**config.mk**
```make
export PLATFORM = sky130hd
export DESIGN_NAME = spm_memory_unit
export DESIGN_NICKNAME = d
export VERILOG_FILES = /design/src/rtl/spm_pkg.sv /design/src/rtl/spm_load_ctrl.sv /design/src/rtl/spm_memory_unit.sv
export SDC_FILE = /design/constraint.sdc
export NUM_CORES = 2
export LEC_CHECK = 0
export ABC_CLOCK_PERIOD_IN_PS = 5600
export CAP_MARGIN = 30
export CORE_ASPECT_RATIO = 1.5
export CORE_MARGIN = 2
export CORE_UTILIZATION = 52
export CTS_CLUSTER_DIAMETER = 30
export DETAILED_ROUTE_END_ITERATION = 16
export HOLD_SLACK_MARGIN = 0.08
export PLACE_DENSITY = 0.72
export SLEW_MARGIN = 20
export SYNTH_ARGS = -nofsm -noshare
export SYNTH_HDL_FRONTEND = slang
export SYNTH_HIERARCHICAL = 1
export SYNTH_SLANG_ARGS = --single-unit
```
**constraint.sdc**
```tcl
create_clock -name clk -period 5.6 [get_ports clk]
set_input_delay 0.84 -clock clk [delete_from_list [all_inputs] [get_ports clk]]
set_output_delay 0.84 -clock clk [all_outputs]
set_load 0.005 [all_outputs]
```
**src/rtl/spm_pkg.sv**
```systemverilog
// ---------------------------------------------------------------------------
// spm_pkg
//   Shared definitions for the RISC_SPM memory unit: default word/address
//   widths and the loader/run state encoding seen by the controller and the
//   top-level array wrapper.
// ---------------------------------------------------------------------------
package spm_pkg;

  localparam int WORD_SIZE = 8;
  localparam int ADDR_SIZE = 8;

  // IDLE : after reset, CPU held, waiting for the first image
  // LOAD : loader owns the write port, words accepted every cycle
  // DONE : one-cycle settle before the CPU is released
  // RUN  : CPU owns the array, loader ignored except for ld_start
  typedef enum logic [1:0] {
    IDLE = 2'd0,
    LOAD = 2'd1,
    DONE = 2'd2,
    RUN  = 2'd3
  } spm_mem_state_t;

endpackage : spm_pkg

```
**src/rtl/spm_load_ctrl.sv**
```systemverilog
// ---------------------------------------------------------------------------
// spm_load_ctrl
//   Loader/run controller for the RISC_SPM memory unit. Owns the state
//   machine, the loader address pointer, the CPU reset release and the
//   sticky status flags, and tells the array who owns its single write port.
//
// Ports
//   clk, rst     system clock, asynchronous active-high reset
//   ld_start     pulse: begin a new image load at address 0 (IDLE/RUN only)
//   ld_valid     loader word valid
//   ld_last      final word of the image, qualified by ld_valid & ld_ready
//   write        CPU write strobe
//   ld_ptr       loader write address
//   ld_ready     loader word is accepted this cycle (state LOAD)
//   sel_loader   write-port select: 1 = loader (ld_ptr/ld_data), 0 = CPU
//   mem_we       array write enable for whichever side sel_loader picks
//   cpu_rst_n    active-low CPU reset, high only while in RUN
//   load_done    sticky: image loaded and CPU released
//   wr_err       sticky: CPU write strobe seen outside RUN
//   state        current controller state (debug visibility)
//
// Handshake: a loader word transfers on a rising clk edge where
//   ld_valid & ld_ready are both 1. ld_ready depends only on state, never on
//   ld_valid, so there is no combinational path from valid to ready. When
//   ld_ready is 0 the offered word is dropped; the loader is not stalled.
// ---------------------------------------------------------------------------
module spm_load_ctrl
  import spm_pkg::*;
#(
  parameter int addr_size = ADDR_SIZE
) (
  input  logic                 clk,
  input  logic                 rst,
  input  logic                 ld_start,
  input  logic                 ld_valid,
  input  logic                 ld_last,
  input  logic                 write,
  output logic [addr_size-1:0] ld_ptr,
  output logic                 ld_ready,
  output logic                 sel_loader,
  output logic                 mem_we,
  output logic                 cpu_rst_n,
  output logic                 load_done,
  output logic                 wr_err,
  output spm_mem_state_t       state
);

  spm_mem_state_t next_state;
  logic           ld_fire;
  logic           cpu_we;
  logic           load_enter;
  logic           ptr_full;

  // Last array slot: a word landing here finishes the image on its own.
  assign ptr_full   = (ld_ptr == {addr_size{1'b1}});
  assign load_enter = (state != LOAD) && (next_state == LOAD);

  // State register
  always_ff @(posedge clk or posedge rst) begin
    if (rst) begin
      state <= IDLE;
    end else begin
      state <= next_state;
    end
  end

  // Next-state logic
  always_comb begin
    next_state = state;
    case (state)
      IDLE: if (ld_start) next_state = LOAD;
      LOAD: if (ld_valid && (ld_last || ptr_full)) next_state = DONE;
      DONE: next_state = RUN;
      RUN:  if (ld_start) next_state = LOAD;
      default: next_state = IDLE;
    endcase
  end

  // Output decode
  always_comb begin
    ld_ready   = 1'b0;
    sel_loader = 1'b0;
    ld_fire    = 1'b0;
    cpu_we     = 1'b0;
    mem_we     = 1'b0;
    case (state)
      LOAD: begin
        ld_ready   = 1'b1;
        sel_loader = 1'b1;
        ld_fire    = ld_valid;
      end
      RUN: begin
        cpu_we = write;
      end
      default: ;
    endcase
    mem_we = ld_fire | cpu_we;
  end

  // Pointer, CPU reset release and sticky flags
  always_ff @(posedge clk or posedge rst) begin
    if (rst) begin
      ld_ptr    <= '0;
      cpu_rst_n <= 1'b0;
      load_done <= 1'b0;
      wr_err    <= 1'b0;
    end else begin
      // Registered from next_state so the CPU reset edge is glitch-free and
      // lines up exactly with the edge that enters or leaves RUN.
      cpu_rst_n <= (next_state == RUN);

      if (load_enter) begin
        ld_ptr    <= '0;
        load_done <= 1'b0;
        wr_err    <= 1'b0;
      end else begin
        // Saturate at the top slot; that word ends the load, so the pointer
        // never wraps back onto word 0 within one image.
        if (ld_fire && !ptr_full) begin
          ld_ptr <= ld_ptr + 1'b1;
        end
        if (state == DONE) begin
          load_done <= 1'b1;
        end
        if (write && (state != RUN)) begin
          wr_err <= 1'b1;
        end
      end
    end
  end

endmodule : spm_load_ctrl

```
**src/rtl/spm_memory_unit.sv**
```systemverilog
// ---------------------------------------------------------------------------
// spm_memory_unit
//   Memory-side responder for the RISC_SPM bus. Holds the unified
//   program/data array, serves CPU reads combinationally and CPU writes on
//   clk, and hosts a byte-serial program loader that keeps the CPU in reset
//   while an image is written from address 0.
//
// Ports
//   clk, rst     system clock, asynchronous active-high reset
//   address      CPU address (read and write)
//   data_in      CPU write data
//   write        CPU write strobe, sampled at posedge clk
//   data_out     CPU read data, mem[address] in RUN, zero otherwise
//   ld_start     pulse: begin loading an image at address 0
//   ld_valid     loader word valid
//   ld_data      loader word
//   ld_last      final word of the image
//   ld_ready     loader word accepted this cycle
//   cpu_rst_n    active-low reset to the CPU
//   load_done    sticky: image loaded and CPU released
//   wr_err       sticky: CPU write strobe seen outside RUN
// ---------------------------------------------------------------------------
module spm_memory_unit
  import spm_pkg::*;
#(
  parameter int word_size = WORD_SIZE,
  parameter int addr_size = ADDR_SIZE
) (
  input  logic                 clk,
  input  logic                 rst,
  input  logic [addr_size-1:0] address,
  input  logic [word_size-1:0] data_in,
  input  logic                 write,
  output logic [word_size-1:0] data_out,
  input  logic                 ld_start,
  input  logic                 ld_valid,
  input  logic [word_size-1:0] ld_data,
  input  logic                 ld_last,
  output logic                 ld_ready,
  output logic                 cpu_rst_n,
  output logic                 load_done,
  output logic                 wr_err
);

  localparam int depth = 1 << addr_size;

  logic [word_size-1:0] mem [depth];

  spm_mem_state_t       state;
  logic [addr_size-1:0] ld_ptr;
  logic                 sel_loader;
  logic                 mem_we;
  logic [addr_size-1:0] wr_addr;
  logic [word_size-1:0] wr_data;

  spm_load_ctrl #(
    .addr_size (addr_size)
  ) u_ctrl (
    .clk        (clk),
    .rst        (rst),
    .ld_start   (ld_start),
    .ld_valid   (ld_valid),
    .ld_last    (ld_last),
    .write      (write),
    .ld_ptr     (ld_ptr),
    .ld_ready   (ld_ready),
    .sel_loader (sel_loader),
    .mem_we     (mem_we),
    .cpu_rst_n  (cpu_rst_n),
    .load_done  (load_done),
    .wr_err     (wr_err),
    .state      (state)
  );

  // Single write port shared between loader and CPU.
  assign wr_addr = sel_loader ? ld_ptr  : address;
  assign wr_data = sel_loader ? ld_data : data_in;

  // Contents are deliberately not reset: a partial image survives rst.
  always_ff @(posedge clk) begin
    if (mem_we) begin
      mem[wr_addr] <= wr_data;
    end
  end

  // Asynchronous read; a write shows up from the cycle after its edge.
  assign data_out = (state == RUN) ? mem[address] : '0;

endmodule : spm_memory_unit

```
==> metrics <==
htree depth=4; max-slew violations=0; leakage=29.73 nW; antenna violations before repair=5; Critical Path End Type=output port; Post-DRT Antenna Nets=0; crit path buf inv count=4; Remaining DRCs=0; pre-CTS setup slack=-0.1961 ns; # clock sinks=around 2.1k; die height=just under 500 um; crit-path cells=buf_8 > buf_4 > buf_4 > mux4_2 > mux2i_1 > a311oi_1 > nand4_1 > nand3b_1 > o31ai_2 > clkdlybuf4s50_1; crit-path most repeated cell=buf_4; CP startpoint kind=primary input; max cap viols=0; initial drt markers=around 5.6k; Synth Cell Area=~0.082 mm2; Die W=327.4 um; mean area per synthesized cell=about 20 um2; Design Power=36.70 mW; vias per cell=6.535; async set-reset flop share out of synthesis=less than 1%; clk_skew=just over 0.03 ns; row count=about 180; Synth-to-Final Area Change=13.66%; starting density of the core=52.18%; clk slew on worst S/H paths=~0.07 ns; fin util=about three fifths; CP peak stage delay=roughly 0.62 ns; via count=about 43k; slowest CP cell=clkdlybuf4s50_1; Root Buffer=clkbuf_16; CORE AREA=about 0.16 mm2; yosys synthesis warning count=6; final cycle utilization of the critical path=a little over nine tenths; Clock Latency Late Sink=roughly 0.84 ns; final worst slack=0.06746 ns; fin nets=approximately 4.4k; GP Congestion=0.9209; Total GRT Usage=about 28%; die area=between 0.15 and 0.2 mm2; CP top delay family=buffers and inverters; Distinct cells, synth=slightly above 80; Finish-stage setup viols=0; FMAX=roughly 180 MHz; measured slew at the worst slew-check pin=roughly 1.1 ns; gr ovfl total=0; Critical Path AT=4.69 ns; Rel. slew slack=~28%; global-route wire length before repair=approximately 310 mm; Post-DP HPWL=~140 mm; WL per Instance=about 33 um; Synth Net Count=about 4.1k; RSZ-0062 raised after global routing=false; Yosys reg bits=2,061; Peak VDD IR=between 0.0007 and 0.0008 V; Post-Syn Instances=a little over 4k; final WL=220.0 mm; vias in the first global route=roughly 44k; Synth Flop Type=edfxtp_1; number of buffers created by CTS=about 210; drt pass-1 iters=6; Req. time, crit path=~4.8 ns; Final min period=about 5.5 ns; post-synthesis sequential area ratio=between 70% and 80%; Hold Path Class=in -> async; CP Class=in -> out; largest net degree at the start of global routing=160; status=complete, no violations; CTS Hold Buffers Added=0; PwrDens=between 300 and 400 mW/mm2; Clock Tree Buf Depth=3; io pins=42; crit path max fanout=28; layout cells sized above 1=a little under a quarter; EDFF count, synth=approximately 2.0k; CTS tree=built; Hold Vio Cnt, Final=0; I/O Buffers=slightly above 40
cells in the final DEF (no fill, tap or decap), types with 26 or more instances in the layout:
cell type / n
edfxtp_1: 2048
mux4_2: 354
nor2_1: 327
mux2i_1: 284
buf_4: 237
clkbuf_16: 215
nand2_1: 101
o221ai_1: 86
nand3_1: 69
a21oi_1: 64
o22ai_1: 63
o21ai_0: 48
mux4_1: 45
a22oi_1: 39
clkdlybuf4s50_1: 34
buf_12: 33
inv_6: 26
flip-flops by register name, indices dropped and copies added (netlist names):
name	cells
u_ctrl/state	2
u_ctrl/wr_err	1
u_ctrl/ld_ptr	8
u_ctrl/cpu_rst_n	1
u_ctrl/load_done	1
mem	2048
power by group:
group	switching (mW)	total [mW]	internal, mW
Combinational	2.93	3.89	0.958
Sequential	0.0494	18.4	18.4
Clock	6.21	14.4	8.15
Total	9.20	36.7	27.5
final timing paths:
check | start | to | slack [ns] | cells after the start
setup / recovery | address[1] | data_out[0] | 0.07 | 10
hold / removal | rst | u_ctrl/wr_err$_DFFE_PP0P_ | 0.37 | 2
setup reg to reg | u_ctrl/state[1]$_DFF_PP0_ | mem[132][6]$_DFFE_PP_ | 1.09 | 7
hold reg to reg | u_ctrl/load_done$_DFFE_PP0P_ | u_ctrl/load_done$_DFFE_PP0P_ | 0.53 | 2
max in group asynchronous | rst | u_ctrl/state[0]$_DFF_PP0_ | 4.84 | 2
min in group clk | u_ctrl/load_done$_DFFE_PP0P_ | u_ctrl/load_done$_DFFE_PP0P_ | 0.53 | 2
kinds of logic after synthesis:
kind of cell / Yosys count / share of synthesized area [%]
XOR/XNOR: 4 / 0.04295
multiplexers: 693 / 14.84
AND/OR/NAND/NOR: 585 / 3.110
flip-flops: 2061 / 75.78
AO/OA/AOI/OAI: 427 / 3.831
buffers and inverters: 262 / 2.336
adder cells (fa/ha/maj): 4 / 0.06134
through the flow:
step / setup TNS, ns / instance area, um2 / cells / hold WS, ns
finish: 0 / 92740 / 6577 / 0.3693
global route: 0 / 92730 / 6575 / 0.3943
CTS: 0 / 92520 / 6564 / 0.3314
detailed placement: -0.4246 / 85340 / 6169 / 0.4989
global placement: -0.2094 / 85320 / 6167 / 0.4874
floorplan: 0 / 81590 / 4036 / 0.4859
per-layer routing:
layer  up-vias  track usage (%)  wire length (um)
met5         -                0                34
met4         6            19.07             17800
met3       687            4.983             19110
met2      2643            45.96            110100
met1     22280            32.60             72970
li1      17367                -                 -
cell type report:
| class | count | area, um2 |
|---|---|---|
| Tap cell | 2070 | 2590 |
| Inverter | 16 | 63.81 |
| Timing Repair Buffer | 319 | 3040 |
| Antenna cell | 3 | 7.507 |
| Clock inverter | 159 | 1727 |
| Clock buffer | 236 | 5459 |
| Fill cell | 10938 | 63610 |
| Sequential cell | 2061 | 61820 |
| Multi-Input combinational cell | 1713 | 18020 |
cells in the mapped netlist (all sizes together), types with 3 or more instances:
master   number  share of area (%)
o31ai         9              0.083
ha            4              0.061
o22ai        63               0.48
nand4        10              0.095
nor2        329                1.5
nand2b        9              0.069
nand2       102               0.47
mux4        399                 11
o22a          3              0.032
nor3b         4              0.037
inv          15              0.069
nor2b         6              0.046
a32oi         4              0.043
xnor2         3              0.032
a31oi        10              0.077
a311oi        5              0.054
nor3         18               0.11
buf         151                1.8
o21bai        3              0.028
a211oi       17               0.17
and3          8              0.061
a41oi         5              0.054
a21oi        64               0.39
or3           3              0.023
a22oi        39               0.36
o32ai        15               0.23
mux2         10               0.14
clkbuf       95               0.51
nand3        69               0.42
edfxtp     2048                 75
and2         12              0.092
o221ai       89               0.98
a2111oi       5              0.054
a221oi       12               0.13
o211ai        7              0.064
o21ai        52               0.32
mux2i       284                3.5
nor4          3              0.031
o311ai        7              0.075
dfrtp        13               0.40
timing repair:
action                                  in CTS  in global routing
gates resized for setup                      1                  2
endpoints found under the setup margin       3                  1
buffers inserted                             0                  0
Note: power is estimated with default switching activity, not from simulation.
